<file path="src/rtl/dsp_muladd_pkg.sv">
// Shared constants for the multiply-add/sub pipeline: stage indices into the
// per-stage enable/reset vectors, control-word bit positions, and the a,b->z
// latency helper used by anything that has to skew stimulus against the pipe.
package dsp_muladd_pkg;

   localparam int STG_IN   = 0;
   localparam int STG_C    = 1;
   localparam int STG_CTRL = 2;
   localparam int STG_CIN  = 3;
   localparam int STG_PIPE = 4;
   localparam int STG_OUT  = 5;
   localparam int N_STG    = 6;

   localparam int CTRL_LOADC  = 0;
   localparam int CTRL_ADDSUB = 1;
   localparam int CTRL_SIGNED = 2;
   localparam int CTRL_W      = 3;

   function automatic int lat(input int reg_in, input int reg_pipe, input int reg_out);
      return reg_in + reg_pipe + reg_out;
   endfunction

endpackage

</file>
<file path="src/rtl/dsp_stage_reg.sv">
// Optional pipeline register. With EN=0 it collapses to a wire and the
// enable/reset inputs are ignored; with EN=1 it is a flop with async reset,
// a synchronous reset that overrides the clock enable, and a clock enable.
module dsp_stage_reg #(
   parameter int W  = 1,
   parameter int EN = 1
) (
   input  logic         clk,
   input  logic         rst,
   input  logic         ce,
   input  logic         srst,
   input  logic [W-1:0] d,
   output logic [W-1:0] q
);

   generate
      if (EN != 0) begin : g_reg
         // stage register: async clear, sync clear beats enable
         always_ff @(posedge clk or posedge rst) begin
            if (rst)       q <= '0;
            else if (srst) q <= '0;
            else if (ce)   q <= d;
         end
      end else begin : g_wire
         logic unused_ctl;
         assign unused_ctl = &{1'b0, clk, rst, ce, srst};
         assign q = d;
      end
   endgenerate

endmodule

</file>
<file path="src/rtl/dsp_muladdsub_pipe.sv">
// Parametrised multiply-add/sub engine: z = (loadc ? c : z_fb) +/- a*b + cin.
// Six optional stage registers, accumulate through the OUT register, and a
// sticky overflow flag. Side stages (c, cin, ctrl) are not auto-aligned to
// the a,b path; the caller skews them.
module dsp_muladdsub_pipe
   import dsp_muladd_pkg::*;
#(
   parameter int A_W      = 18,
   parameter int B_W      = 18,
   parameter int C_W      = 54,
   parameter int Z_W      = 54,
   parameter int REG_IN   = 0,
   parameter int REG_C    = 0,
   parameter int REG_CTRL = 0,
   parameter int REG_CIN  = 1,
   parameter int REG_PIPE = 0,
   parameter int REG_OUT  = 0
) (
   input  logic           clk,
   input  logic           rst,
   input  logic           strobe,
   input  logic           ce_in,
   input  logic           srst_in,
   input  logic           ce_c,
   input  logic           srst_c,
   input  logic           ce_ctrl,
   input  logic           srst_ctrl,
   input  logic           ce_cin,
   input  logic           srst_cin,
   input  logic           ce_pipe,
   input  logic           srst_pipe,
   input  logic           ce_out,
   input  logic           srst_out,
   input  logic           is_signed,
   input  logic           addsub,
   input  logic           loadc,
   input  logic           cin,
   input  logic [A_W-1:0] a,
   input  logic [B_W-1:0] b,
   input  logic [C_W-1:0] c,
   output logic [Z_W-1:0] z,
   output logic           ovf
);

   localparam int P_W = A_W + B_W;
   // one guard bit beyond Z_W+1 keeps the overflow compare exact at the extreme corners
   localparam int S_W = Z_W + 2;

   logic [N_STG-1:0]  ce_v, srst_v;
   logic [P_W-1:0]    ab_q, a_x, b_x, prod, prod_q;
   logic [A_W-1:0]    a_q;
   logic [B_W-1:0]    b_q;
   logic [C_W-1:0]    c_q;
   logic [CTRL_W-1:0] ctrl_d, ctrl_q;
   logic              cin_q, sgn, sub_q, loadc_q;
   logic [Z_W-1:0]    z_q, z_fb;
   logic [S_W-1:0]    p_x, c_x, zf_x, add_x, cin_x, sum;
   logic              ovf_now, ovf_upd;

   assign ce_v[STG_IN]     = ce_in   & strobe;
   assign ce_v[STG_C]      = ce_c    & strobe;
   assign ce_v[STG_CTRL]   = ce_ctrl & strobe;
   assign ce_v[STG_CIN]    = ce_cin  & strobe;
   assign ce_v[STG_PIPE]   = ce_pipe & strobe;
   assign ce_v[STG_OUT]    = ce_out  & strobe;
   assign srst_v[STG_IN]   = srst_in   & strobe;
   assign srst_v[STG_C]    = srst_c    & strobe;
   assign srst_v[STG_CTRL] = srst_ctrl & strobe;
   assign srst_v[STG_CIN]  = srst_cin  & strobe;
   assign srst_v[STG_PIPE] = srst_pipe & strobe;
   assign srst_v[STG_OUT]  = srst_out  & strobe;

   assign ctrl_d[CTRL_SIGNED] = is_signed;
   assign ctrl_d[CTRL_ADDSUB] = addsub;
   assign ctrl_d[CTRL_LOADC]  = loadc;

   dsp_stage_reg #(.W(P_W), .EN(REG_IN)) u_in (
      .clk(clk), .rst(rst), .ce(ce_v[STG_IN]), .srst(srst_v[STG_IN]), .d({a, b}), .q(ab_q));
   dsp_stage_reg #(.W(C_W), .EN(REG_C)) u_c (
      .clk(clk), .rst(rst), .ce(ce_v[STG_C]), .srst(srst_v[STG_C]), .d(c), .q(c_q));
   dsp_stage_reg #(.W(CTRL_W), .EN(REG_CTRL)) u_ctrl (
      .clk(clk), .rst(rst), .ce(ce_v[STG_CTRL]), .srst(srst_v[STG_CTRL]), .d(ctrl_d), .q(ctrl_q));
   dsp_stage_reg #(.W(1), .EN(REG_CIN)) u_cin (
      .clk(clk), .rst(rst), .ce(ce_v[STG_CIN]), .srst(srst_v[STG_CIN]), .d(cin), .q(cin_q));
   dsp_stage_reg #(.W(P_W), .EN(REG_PIPE)) u_pipe (
      .clk(clk), .rst(rst), .ce(ce_v[STG_PIPE]), .srst(srst_v[STG_PIPE]), .d(prod), .q(prod_q));
   dsp_stage_reg #(.W(Z_W), .EN(REG_OUT)) u_out (
      .clk(clk), .rst(rst), .ce(ce_v[STG_OUT]), .srst(srst_v[STG_OUT]), .d(sum[Z_W-1:0]), .q(z_q));

   assign a_q     = ab_q[P_W-1:B_W];
   assign b_q     = ab_q[B_W-1:0];
   assign sgn     = ctrl_q[CTRL_SIGNED];
   assign sub_q   = ctrl_q[CTRL_ADDSUB];
   assign loadc_q = ctrl_q[CTRL_LOADC];

   // full-width product; extending both operands to P_W makes one multiplier serve both modes
   always_comb begin
      a_x  = {{B_W{a_q[A_W-1] & sgn}}, a_q};
      b_x  = {{A_W{b_q[B_W-1] & sgn}}, b_q};
      prod = a_x * b_x;
   end

   // feedback only exists when the OUT register does; otherwise it would be a combinational loop
   generate
      if (REG_OUT != 0) begin : g_fb
         assign z_fb = z_q;
      end else begin : g_nofb
         assign z_fb = '0;
      end
   endgenerate

   // extend every operand, select the addend, then add or subtract the product plus carry-in
   always_comb begin
      p_x   = {{(S_W-P_W){prod_q[P_W-1] & sgn}}, prod_q};
      c_x   = {{(S_W-C_W){c_q[C_W-1] & sgn}}, c_q};
      zf_x  = {{(S_W-Z_W){z_fb[Z_W-1] & sgn}}, z_fb};
      cin_x = {{(S_W-1){1'b0}}, cin_q};
      add_x = loadc_q ? c_x : zf_x;
      sum   = sub_q ? (add_x - p_x + cin_x) : (add_x + p_x + cin_x);
   end

   // signed: top bits must all match the z sign bit; unsigned: nothing above bit Z_W-1
   always_comb begin
      ovf_now = 1'b0;
      if (sgn) ovf_now = !((&sum[S_W-1:Z_W-1]) || (~|sum[S_W-1:Z_W-1]));
      else     ovf_now = |sum[S_W-1:Z_W];
   end

   assign ovf_upd = (REG_OUT != 0) ? ce_v[STG_OUT] : 1'b1;

   // sticky overflow, cleared only by reset or the OUT-stage sync reset
   always_ff @(posedge clk or posedge rst) begin
      if (rst)                  ovf <= 1'b0;
      else if (srst_v[STG_OUT]) ovf <= 1'b0;
      else if (ovf_upd)         ovf <= ovf | ovf_now;
   end

   assign z = z_q;

   a_acc_needs_out: assert property (@(posedge clk) disable iff (rst) (REG_OUT != 0) || loadc_q);

endmodule

</file>
<file path="config.mk">
export PLATFORM = sky130hd
export DESIGN_NAME = dsp_muladdsub_pipe
export DESIGN_NICKNAME = d
export VERILOG_FILES = /design/src/rtl/dsp_muladd_pkg.sv /design/src/rtl/dsp_stage_reg.sv /design/src/rtl/dsp_muladdsub_pipe.sv
export SDC_FILE = /design/constraint.sdc
export NUM_CORES = 1
export LEC_CHECK = 0
export CAP_MARGIN = 30
export CORE_AREA = 5 5 202 204
export DETAILED_ROUTE_END_ITERATION = 12
export DIE_AREA = 0 0 207 209
export HOLD_SLACK_MARGIN = 0.03
export PLACE_DENSITY = 0.76
export SYNTH_ARGS = -nofsm -noshare
export SYNTH_HDL_FRONTEND = slang
export SYNTH_SLANG_ARGS = --single-unit
</file>
<file path="constraint.sdc">
create_clock -name clk -period 14.2 [get_ports clk]
set_input_delay 2.84 -clock clk [delete_from_list [all_inputs] [get_ports clk]]
set_output_delay 2.84 -clock clk [all_outputs]
set_load 0.005 [all_outputs]
</file>
# Word-level counts from Yosys, hierarchy flattened
# Cells that the tools add are included.
# totals
inputBits	109
word_cells	28
register_bits	2
# op_classes
multipliers	1
n_mux	6
reduce_logical	7
bitwise_logic	8
add_sub_neg	4
# ops
cell	count
adder 56 x 1 -> 56 bit	2
2-to-1 mux 56 bit	2
adder 56 bit	1
subtractor 56 bit	1
multiplier 19 x 19 -> 36 bit	1
bitwise AND 1 bit	7
2-to-1 mux 1 bit	4
AND reduction 3 bit	1
OR reduction 3 bit	1
zero test 1 bit	2
nonzero test 2 bit	1
OR reduction 2 bit	1
logical OR 1 bit	1
OR 1 bit	1

# Depth between registers and ports, before layout
# depth
word_depth	13
depth_mapped	48
mapped_depth_nobuf	45

# Cells and area by module
# Synthesis repeated with hierarchy kept, for this count alone.
# hier_totals
hier_cells	2803
area_unflattened_um2	22414.0
# modules_own_cells
module	n_inst	area_each_um2	cells_per_inst
dsp_muladdsub_pipe	1	20997.6	2616
dsp_stage_reg (u_c ...)	2	405.4	54
dsp_stage_reg (u_in ...)	2	270.3	36
dsp_stage_reg (u_cin)	1	42.5	4
dsp_stage_reg (u_ctrl)	1	22.5	3

# Least setup slack after synthesis
# Ideal clock, no wire load.
# synth_path
kind	in2out
from	in is_signed
to	out z[52]
setup_slack_ns	-0.793
stages	36
t_arrival_ns	12.153
path_buffers	3
required_time_ns	11.360
cell_sequence	clkbuf_1 -> and2_1 -> clkbuf_1 -> nand2_1 -> fa_1 -> fa_1 -> inv_1 -> fa_1 -> inv_1 -> fa_1 -> inv_1 -> fa_1 -> inv_1 -> fa_1 -> inv_1 -> ha_1 -> ha_1 -> a21boi_0 -> a311o_1 -> nand2b_1 -> a211o_1 -> and3_4 -> o21ai_4 -> inv_1 -> ha_1 -> clkbuf_1 -> and3_1 -> nand4_1 -> o41a_1 -> and3_4 -> a32oi_4 -> a221oi_4 -> o21ai_0 -> xor2_1 -> nor2_1 -> a21oi_1
# synth_between
elab_chain_cells	6
# synth_rtl
item	line	text
start, declared	dsp_muladdsub_pipe.sv:34	input logic is_signed,
bitwise AND 1 bit (on tied branches)	dsp_muladdsub_pipe.sv:98, dsp_muladdsub_pipe.sv:99	
multiplier 19 x 19 -> 36 bit	dsp_muladdsub_pipe.sv:100	prod = a_x * b_x;
bitwise AND 1 bit	dsp_muladdsub_pipe.sv:114	p_x = {{(S_W-P_W){prod_q[P_W-1] & sgn}}, prod_q};
adder 56 bit or subtractor 56 bit (tied branches)	dsp_muladdsub_pipe.sv:119	sum = sub_q ? (add_x - p_x + cin_x) : (add_x + p_x + cin_x);
adder 56 x 1 -> 56 bit	dsp_muladdsub_pipe.sv:119	
2-to-1 mux 56 bit *	dsp_muladdsub_pipe.sv:119	
end, declared	dsp_muladdsub_pipe.sv:41	output logic [Z_W-1:0] z,
# Mark *: on every way between the ends. The rest lies on a longest branch, timed or not.

# Worst setup path in the final report
# layout_path
from	in a[8]
to	out z[52]
# layout_between
elab_chain_cells	5
# layout_rtl
item	line	text
start, declared	dsp_muladdsub_pipe.sv:38	input logic [A_W-1:0] a,
multiplier 19 x 19 -> 36 bit *	dsp_muladdsub_pipe.sv:100	
bitwise AND 1 bit	dsp_muladdsub_pipe.sv:114	
adder 56 bit or subtractor 56 bit (tied branches)	dsp_muladdsub_pipe.sv:119	
adder 56 x 1 -> 56 bit	dsp_muladdsub_pipe.sv:119	
2-to-1 mux 56 bit *	dsp_muladdsub_pipe.sv:119	
# Marks and branches as above.

==> results by group <==
Outcome
  – Status: finished, violations left
  – Violated checks: negative setup slack

Drt
  – Drt wl/cell: 19.3 um
  – Final WL: 73300 um
  – Number of DRC markers in iteration 0: 1842
  – Detailed-route DRC error count: 0
  – Vias per cell: 5.71
  – Post-DRT Antenna Nets: 0
  – 1st-pass router iterations: 6
  – Via count: between 20000 and 25000

Worst setup path
  – Crit Path Max Fanout: 4
  – CP Class: input pin to output pin
  – CP Launch Type: input pin
  – Most frequent CP cell: buf_4
  – CP Data Required Time: 11.36 ns
  – Largest stage delay, worst path: 0.58 ns
  – CP max stage cell: fa_2
  – Arr. time, crit path: roughly 12 ns
  – CP Capture Type: output pin

Floorplanning
  – Die X: 207 um
  – Cell Rows: 73
  – I/O pin count: 164
  – Core box area: 39100 um^2
  – Initial Utilization: between 50 and 60%
  – Die Y: 209 um
  – Die area: 43300 um^2

Hold path
  – Worst min path class: register to register

Place
  – Number of port buffers: 154
  – Dpl cells: 3701
  – Routability Congestion: just over 0.9
  – DP Worst Slack: -1.94 ns
  – Detail Placement HPWL: 53600 um

GRT
  – GRT Util Overall: 30.0%
  – Vias in the first global route: 22600
  – First-pass GRT wire length: 109000 um
  – Largest net degree at the start of global routing: 59
  – GRT Residual Overflow: 0
  – Initial antenna violation count: 0

Synthesis
  – Post-synthesis area per instance: 8.05 um^2
  – Synth Cell Area: roughly 21000 um^2
  – Seq cells post-synth: 2
  – Unique masters post-synth: 92
  – Top_reg_cell synth: dfrtp_1
  – EDFF count, synth: 0
  – Synth Net Count: ~3300
  – Syn. warnings: 0
  – Seq/Total Area, Yosys: 0.239%
  – Post-Synthesis Cells: 2600
  – Async S/R FF share, synth: 100%

STA
  – Final period util: 106%
  – Final hold violations: 0
  – Final Max Slew Viols: 0
  – Hold_ws: 0.492 ns
  – Setup_tns: -11.19 ns
  – PnR worst setup slack: -0.873 ns
  – Slew @ Worst Pin: 0.649 ns
  – Fmax achieved: about 66 MHz
  – Max Clock Skew: 0.00199 ns
  – Final worst path period need: about 15 ns
  – Final setup violation count: 25
  – RSZ-0062 raised after global routing: yes
  – Rel. slew slack: about 57%

CTS
  – Reg clk slew, reported paths: 0.03 ns
  – CTS tree: done
  – Cts bufs inserted: 3
  – CTS Buffer Depth: 2
  – CTS Sinks: 2
  – Root Buffer: clkbuf_16
  – H-Tree Depth: 1
  – Worst-skew pair later-pin latency: 0.22 ns
  – CTS Hold Buffers Added: 0

Finish
  – Register area: 50.0 um^2
  – Nets@finish: 4010
  – Area delta synth->final: 40.4%
  – Share of layout cells above drive strength 1: 31.1%
  – FILL cells: about 2600
  – Multi-input logic area: 20500 um^2
  – Post-Layout Cell Count: between 3000 and 4000
  – Ant diodes: 0

Run
  – # Max-Cap Violations: 0
-- final cells by class --
cell class	instances	share of cell area [%]
Clock buffer	3	0.256
Inverter	501	6.44
Multi-Input combinational cell	2002	69.7
Sequential cell	2	0.170
Tap cell	525	2.24
Timing Repair Buffer	762	21.2
-- worst max-delay path: cells and delay by family --
family,cells,cell delay [ns]
adder cells (fa/ha/maj),10,4.30
AND/OR/NAND/NOR,7,0.76
XOR/XNOR,2,0.37
buffers and inverters,12,1.53
AO/OA/AOI/OAI,15,2.36
-- routing by layer --
layer | wire (um) | vias to the layer above | GRT usage (%)
li1 | - | 9583 | -
met1 | 27500 | 10700 | 37.9
met2 | 36600 | 1069 | 53.1
met3 | 5100 | 311 | 3.09
met4 | 4170 | 0 | 11.5
met5 | 0 | - | 0
-- state kept, by name, summed over array words and instances, names as in the netlist --
signal	count
u_cin.q	1
ovf	1
-- timing repair --
| item | CTS | global route |
|---|---|---|
| pin swaps | 186 | 119 |
| buffers inserted | 66 | 37 |
| setup endpoints to repair | 39 | 36 |
| hold endpoints to repair | 0 | 0 |
| gates cloned | 3 | 0 |
| gates resized for setup | 466 | 210 |
-- stage by stage --
step	util (%)	area, um^2
4_1_cts	73.0	28500
3_3_place_gp	68.8	26900
5_1_grt	75.2	29400
6_report	75.2	29400
2_1_floorplan	-	21300
3_5_place_dp	68.8	26900
-- path summary, 6_finish.rpt --
kind | from | endpoint | slack (ns) | cells after the start
setup / recovery | a[8] | z[52] | -0.87 | 46
hold / removal | u_cin.q$_DFFE_PP0P_ | u_cin.q$_DFFE_PP0P_ | 0.49 | 2
setup reg to reg | u_cin.q$_DFFE_PP0P_ | ovf$_DFF_PP0_ | 9.19 | 24
hold reg to reg | u_cin.q$_DFFE_PP0P_ | u_cin.q$_DFFE_PP0P_ | 0.49 | 2
max in group asynchronous | rst | u_cin.q$_DFFE_PP0P_ | 11.32 | 2
min in group asynchronous | rst | ovf$_DFF_PP0_ | 2.77 | 2
-- synth_stat cells (3+ instances only) --
master	instances	share of area [%]
o211ai_1	7	0.25
and2_1	185	5.5
ha_1	271	16
and3_1	11	0.33
o21ai_1	9	0.22
o21a_1	18	0.65
clkbuf_1	88	1.6
nor4_1	8	0.24
nand2b_1	19	0.57
a21oi_1	157	3.8
a41o_1	3	0.14
xor2_1	39	1.6
o31a_1	7	0.29
a211oi_1	10	0.36
or3_1	4	0.12
a21oi_2	3	0.13
a31oi_1	10	0.30
inv_1	500	9.0
nand4_1	12	0.36
xnor2_1	101	4.2
nand3_1	27	0.65
nor2_1	107	1.9
o41ai_1	6	0.25
o21ai_2	3	0.13
fa_1	358	34
o31ai_1	11	0.39
nand2_1	315	5.7
a21o_1	54	1.9
nor2b_1	18	0.54
a211o_1	5	0.21
o21bai_1	24	0.86
buf_4	3	0.11
or2_2	9	0.27
nor3_1	16	0.38
o21ai_0	102	2.4
a41oi_1	5	0.21
-- cells by family (layout without fill, tap and decap cells) --
family          Yosys count  count (layout)  synth area share, %
simple gates            746             746                 17.2
fa+ha+maj               629             629                 50.5
buf+inv                 597            1266                 10.8
compound gates          483             484                 15.3
xor+xnor                141             141                 5.94
mux                       2               2               0.0957
flops                     2               2                0.239
-- cell usage in the layout (no fill, tap or decap), types with 30 or more instances in the layout --
| cell type | count |
|---|---|
| nor2_1 | 97 |
| a21o_1 | 54 |
| buf_4 | 554 |
| inv_1 | 462 |
| a21oi_2 | 44 |
| fa_1 | 328 |
| clkdlybuf4s50_1 | 86 |
| and2_1 | 169 |
| o21ai_0 | 59 |
| ha_1 | 213 |
| xnor2_1 | 92 |
| nand2_1 | 296 |
| a21oi_1 | 110 |
| buf_6 | 51 |
| inv_2 | 35 |
| fa_2 | 30 |
| ha_4 | 53 |
| xor2_1 | 35 |
Power is not shown: default switching activity piles up to over one toggle a cycle in this logic, so the estimate is an artifact.
